<file path="config.mk">
export PLATFORM = sky130hd
export DESIGN_NAME = updown_driver
export DESIGN_NICKNAME = d
export VERILOG_FILES = /design/src/rtl/updown_pkg.sv /design/src/rtl/updown_phase_timer.sv /design/src/rtl/updown_driver.sv
export SDC_FILE = /design/constraint.sdc
export NUM_CORES = 1
export LEC_CHECK = 0
export ABC_AREA = 1
export CAP_MARGIN = 10
export CORE_MARGIN = 4
export CORE_UTILIZATION = 59
export CTS_BUF_LIST = sky130_fd_sc_hd__clkbuf_8
export CTS_CLUSTER_DIAMETER = 30
export CTS_CLUSTER_SIZE = 24
export DETAILED_ROUTE_END_ITERATION = 8
export GPL_TIMING_DRIVEN = 0
export PLACE_DENSITY = 0.91
export SYNTH_ARGS = -nofsm -noshare
export SYNTH_HDL_FRONTEND = slang
export SYNTH_HIERARCHICAL = 1
export SYNTH_SLANG_ARGS = --single-unit
export TNS_END_PERCENT = 30
</file>
<file path="constraint.sdc">
create_clock -name clk -period 3.3 [get_ports clk]
set_input_delay 0.495 -clock clk [delete_from_list [all_inputs] [get_ports clk]]
set_output_delay 0.495 -clock clk [all_outputs]
set_load 0.01 [all_outputs]
</file>
<file path="src/rtl/updown_pkg.sv">
// Shared types, default parameters and the shortest-path direction rule
// for the up/down counter press driver.
package updown_pkg;

    localparam int DEF_WIDTH       = 8;
    localparam int DEF_HOLD_CYCLES = 2;
    localparam int DEF_GAP_CYCLES  = 2;

    typedef enum logic [1:0] {
        IDLE,
        PRESS,
        GAP,
        FINISH
    } state_t;

    typedef enum logic {
        DIR_UP,
        DIR_DOWN
    } dir_t;

    // Shortest path modulo 2^width; an exact half-turn tie resolves to UP.
    function automatic dir_t calc_dir(input logic [31:0] tgt,
                                      input logic [31:0] mirror,
                                      input int unsigned width);
        logic [31:0] mask;
        logic [31:0] diff;
        logic [31:0] half;
        mask = (width >= 32) ? '1 : ((32'd1 << width) - 32'd1);
        diff = (tgt - mirror) & mask;
        half = 32'd1 << (width - 1);
        return (diff <= half) ? DIR_UP : DIR_DOWN;
    endfunction

endpackage

</file>
<file path="src/rtl/updown_phase_timer.sv">
// Loadable down-counter; expire is high while the count sits at zero,
// marking the last cycle of a PRESS or GAP phase.
module updown_phase_timer #(
    parameter int TW = 2
) (
    input  logic          clk,
    input  logic          reset,
    input  logic          load,
    input  logic [TW-1:0] load_val,
    input  logic          en,
    output logic          expire
);

    logic [TW-1:0] cnt_q;
    logic [TW-1:0] cnt_d;

    // NOTE: cnt_d gets a default before any branch so the block cannot infer a latch.
    always_comb begin
        cnt_d = cnt_q;
        if (load) begin
            cnt_d = load_val;
        end else if (en && (cnt_q != '0)) begin
            cnt_d = cnt_q - TW'(1);
        end
    end

    // NOTE: sequential state uses non-blocking assignments so every flop samples pre-edge values.
    always_ff @(posedge clk) begin
        if (reset) begin
            cnt_q <= '0;
        end else begin
            cnt_q <= cnt_d;
        end
    end

    assign expire = (cnt_q == '0);

endmodule

</file>
<file path="src/rtl/updown_driver.sv">
// Press-sequence generator: walks a mirrored up/down counter to a target
// value with discrete, gap-separated button presses along the shortest path.
module updown_driver
    import updown_pkg::*;
#(
    parameter int WIDTH       = DEF_WIDTH,
    parameter int HOLD_CYCLES = DEF_HOLD_CYCLES,
    parameter int GAP_CYCLES  = DEF_GAP_CYCLES
) (
    input  logic             clk,
    input  logic             reset,
    input  logic             start,
    input  logic [WIDTH-1:0] target,
    output logic             up,
    output logic             down,
    output logic             busy,
    output logic             done,
    output logic [WIDTH-1:0] mirror
);

    localparam int MAX_PHASE = (HOLD_CYCLES > GAP_CYCLES) ? HOLD_CYCLES : GAP_CYCLES;
    localparam int TW        = (MAX_PHASE > 1) ? $clog2(MAX_PHASE) : 1;
    localparam logic [TW-1:0] HOLD_LOAD = TW'(HOLD_CYCLES - 1);
    localparam logic [TW-1:0] GAP_LOAD  = TW'(GAP_CYCLES - 1);

    state_t           state_q, state_d;
    dir_t             dir_q, dir_d;
    dir_t             new_dir;
    logic [WIDTH-1:0] tgt_q, tgt_d;
    logic [WIDTH-1:0] mirror_q, mirror_d;
    logic             up_q, up_d;
    logic             down_q, down_d;
    logic             busy_q, busy_d;
    logic             done_q, done_d;

    logic             tmr_load;
    logic [TW-1:0]    tmr_load_val;
    logic             tmr_en;
    logic             tmr_expire;

    updown_phase_timer #(
        .TW (TW)
    ) u_timer (
        .clk      (clk),
        .reset    (reset),
        .load     (tmr_load),
        .load_val (tmr_load_val),
        .en       (tmr_en),
        .expire   (tmr_expire)
    );

    always_comb begin
        state_d      = state_q;
        dir_d        = dir_q;
        tgt_d        = tgt_q;
        mirror_d     = mirror_q;
        up_d         = up_q;
        down_d       = down_q;
        busy_d       = busy_q;
        done_d       = 1'b0;
        tmr_load     = 1'b0;
        tmr_load_val = HOLD_LOAD;
        tmr_en       = 1'b0;
        new_dir      = calc_dir(32'(target), 32'(mirror_q), WIDTH);

        // busy stays up through the done cycle and drops on the one after
        if (done_q) begin
            busy_d = 1'b0;
        end

        case (state_q)
            IDLE: begin
                if (start) begin
                    tgt_d  = target;
                    busy_d = 1'b1;
                    if (target == mirror_q) begin
                        state_d = FINISH;
                    end else begin
                        dir_d    = new_dir;
                        up_d     = (new_dir == DIR_UP);
                        down_d   = (new_dir == DIR_DOWN);
                        tmr_load = 1'b1;
                        state_d  = PRESS;
                    end
                end
            end
            PRESS: begin
                tmr_en = 1'b1;
                if (tmr_expire) begin
                    up_d         = 1'b0;
                    down_d       = 1'b0;
                    mirror_d     = (dir_q == DIR_UP) ? mirror_q + WIDTH'(1)
                                                     : mirror_q - WIDTH'(1);
                    tmr_load     = 1'b1;
                    tmr_load_val = GAP_LOAD;
                    state_d      = GAP;
                end
            end
            GAP: begin
                tmr_en = 1'b1;
                if (tmr_expire) begin
                    if (mirror_q == tgt_q) begin
                        state_d = FINISH;
                    end else begin
                        up_d     = (dir_q == DIR_UP);
                        down_d   = (dir_q == DIR_DOWN);
                        tmr_load = 1'b1;
                        state_d  = PRESS;
                    end
                end
            end
            FINISH: begin
                done_d  = 1'b1;
                state_d = IDLE;
            end
            default: begin
                state_d = IDLE;
            end
        endcase
    end

    always_ff @(posedge clk) begin
        if (reset) begin
            state_q  <= IDLE;
            dir_q    <= DIR_UP;
            tgt_q    <= '0;
            mirror_q <= '0;
            up_q     <= 1'b0;
            down_q   <= 1'b0;
            busy_q   <= 1'b0;
            done_q   <= 1'b0;
        end else begin
            state_q  <= state_d;
            dir_q    <= dir_d;
            tgt_q    <= tgt_d;
            mirror_q <= mirror_d;
            up_q     <= up_d;
            down_q   <= down_d;
            busy_q   <= busy_d;
            done_q   <= done_d;
        end
    end

    assign up     = up_q;
    assign down   = down_q;
    assign busy   = busy_q;
    assign done   = done_q;
    assign mirror = mirror_q;

endmodule

</file>
==> results.txt <==
Status: finished clean
Most used DFF post-synth: dfxtp_1
Avg Cell Area, Syn: 6.76 sq um
Crit path DAT: 2.56 ns
CP required: 3.52 ns
Unrepaired setup endpoints after global routing: false
H-Tree Depth: 1
Initial Util: 0.610
Crit path buf inv count: 3
Clock Root Buffer: clkbuf_8
Worst-path cell chain: clkdlybuf4s50_1 > inv_1 > ha_1 > inv_1 > fa_1 > nor2_1 > nand2_1 > nor2_1 > nand3_1 > nor2_1 > nand3_2 > nand3_2 > nand2_1 > a21oi_2
Clk slew on worst S/H paths: 0.09 ns
XOR/XNOR share of the synthesized area: 0.0711
Diodes inserted: 0
Hold Crit Class: flip-flop to flip-flop
FF+latch count, synth: 24
Simple-gate area share of the yosys netlist: 0.271
Core Region: 0.00303 sq mm
Port Buffers: 22
Multiplexer share of the synthesized area: 0
Leading cell type by number of instances after synthesis: nand2_1
Worst-skew pair later-pin latency: 0.27 ns
CP most frequent cell: nor2_1
Clk network pwr share: 0.129
Top cell type's share of synthesized area: 0.260
Fin crit share: 0.709
Final Hold Vio Count: 0
Crit Path Max Fanout: 3
Fin util: 0.724
Slowest-stage cell, CP: clkdlybuf4s50_1
Comb power frac: 0.621
Critical path type: input port to flip-flop
Synth async-reset ratio: 0
Post-synth cell types: 29
Pre-CTS setup slack: 0.675 ns
ANT nets after route: 0
GRT met1 Usage: 0.286
Register area: 480 sq um
Post-route minimum period: 2.34 ns
Vias in the first global route: 1832
Row cnt: 20
Ys Warns: 6
Post-synth top area cell: dfxtp_1
Cells after Synth: 273
Grt peak-use layer: met2
# IOs: 23
Clock Sinks: 24
Multi-input logic area: 0.00115 sq mm
Top post-synthesis cells by count: 53 x nand2_1, 49 x inv_1, 28 x nor2_1
Gr usage total: 0.245
Final wirelength: 4.67 mm
Hold_buf cts: 0
Inserted Clock Buffers: 3
Full die area: 0.00409 sq mm
Synth Area in Compound Gates: 0.136
Initial antenna violation count: 0
Synthesized area: 0.00185 sq mm
Die height: 63.9 microns
Clock Tree Buf Depth: 2
Layout cell share with drive strength beyond 1: 0.0602
First-pass GRT wire length: 8.01 mm
CP max stage delay: 0.45 ns
Setup TNS: 0 ns
Area Growth Syn to Fin: 18.8%
R2R setup slack: 1.27 ns
Fillers: 233
Synth area leaders: dfxtp_1 26%, ha_1 12%, nand2_1 11%
DRC errors left: 0
Die span in x: 63.9 microns
Post-synth EDFFs: 0
Main combinational cell family by area after synthesis: simple AND/OR/NAND/NOR gates
P_int: 1.06 mW
PwrDens: 932 mW/mm^2
Sw Share: 0.483
DR WL/cell: 13.6 microns
Sequential area share after synthesis: 0.260
FMAX: 0.427 GHz
CP delay by family, top: simple AND/OR/NAND/NOR gates
Final WS setup: 0.959 ns
Setup crit end kind: flip-flop
Hold Slack: 0.470 ns
# resized after CTS: 0
GRT met2 Usage: 0.419
Leakage power total: 1.13 nW
Met3 usage: 0.0422
Post-Syn Nets: 304
Power Total: 2.05 mW
Skew final: 0.00197 ns
Vias: 1875
Routability cong.: 0.893
Placed wire-length estimate: 3.32 mm
Pin count of the biggest net entering global routing: 15
Post-CTS Setup Inserts: 0
Synth Area in Adders: 0.144
VDD IR-drop max: 0.521 mV
Iter 0 DRT Violations: 155
Net load switching power: 988 uW
Max-slew violation count: 0
DR pass1 iterations: 5
DR vias/cell: 5.47
TritonCTS clock tree: done
Total grt overflow: 0
Sequential power share: 0.250
Number of setup violations in the final report: 0
Nets: 331
Setup crit start kind: input port
Max cap viols: 0
[stage by stage]
step | instances | instance area, sq um
2_1_floorplan | 273 | 1850
3_3_place_gp | 339 | 2120
3_5_place_dp | 339 | 2120
4_1_cts | 343 | 2190
5_1_grt | 343 | 2190
6_report | 343 | 2190
[power by group through the flow]
stage / logic, mW / clock network [mW] / registers [mW]
6_report: 1.27 / 0.263 / 0.511
5_1_grt: 1.43 / 0.273 / 0.528
4_1_cts: 1.25 / 0.263 / 0.508
3_5_place_dp: 1.22 / 0 / 0.513
3_3_place_gp: 1.17 / 0 / 0.505
2_1_floorplan: 0.881 / 0 / 0.511
[registers in the layout, indices dropped and copies added (netlist names)]
signal	flops
busy	1
dir_q	1
done	1
down	1
mirror	8
state_q	2
tgt_q	8
u_timer/cnt_q	1
up	1
[cells by family (layout without fill, tap and decap cells)]
kind of cell    count (synthesis)  after routing
compound gates                 48             48
xor+xnor                       15             15
fa+ha+maj                      20             20
buf+inv                        55             81
flops                          24             24
other cells                     1              1
simple gates                  110            110
[layer usage]
layer / routed length (microns) / part of all wire
met3: 335 / 0.072
met2: 2220 / 0.47
met1: 1960 / 0.42
met5: 0 / 0
met4: 159 / 0.034
[area by class of cell]
class / instances / share of cell area
repair buffers: 22 / 0.100
clock buffers: 3 / 0.0188
clock inverters: 1 / 0.0137
multi-input cells: 194 / 0.525
flip-flops and latches: 24 / 0.219
well taps: 44 / 0.0251
plain buffers: 3 / 0.00856
inverters: 52 / 0.0890
[placed cells by master, fill, tap and decap left out, drive strengths merged]
cell           count
nand2             54
inv               52
nor2              31
dfxtp             24
clkdlybuf4s50     22
a21oi             22
o21ai             22
ha                18
nand3             18
xor2              10
xnor2              5
clkbuf             5
nand4              4
a31oi              2
fa                 2
nor3               2
or2                1
buf                1
o21bai             1
o21a               1
bufinv             1
conb               1
[worst paths after layout]
check                         end                   start  depth (start not counted)
hold reg to reg   busy$_SDFF_PP0_         busy$_SDFF_PP0_                          2
setup reg to reg  up$_SDFFE_PP0P_  mirror[0]$_SDFFE_PP0P_                         12
setup / recovery  up$_SDFFE_PP0P_               target[0]                         14
hold / removal    busy$_SDFF_PP0_         busy$_SDFF_PP0_                          2
[worst reg2reg max path: stages, from the launching register on]
cell and delay [ns]:
dfxtp_1 0.45, ha_1 0.19, inv_1 0.08, fa_1 0.44, nor2_1 0.12, nand2_1 0.06, nor2_1 0.08, nand3_1 0.08
nor2_1 0.12, nand3_2 0.11, nand3_2 0.08, nand2_1 0.07, a21oi_2 0.10
(Power assumes the default switching activity.)
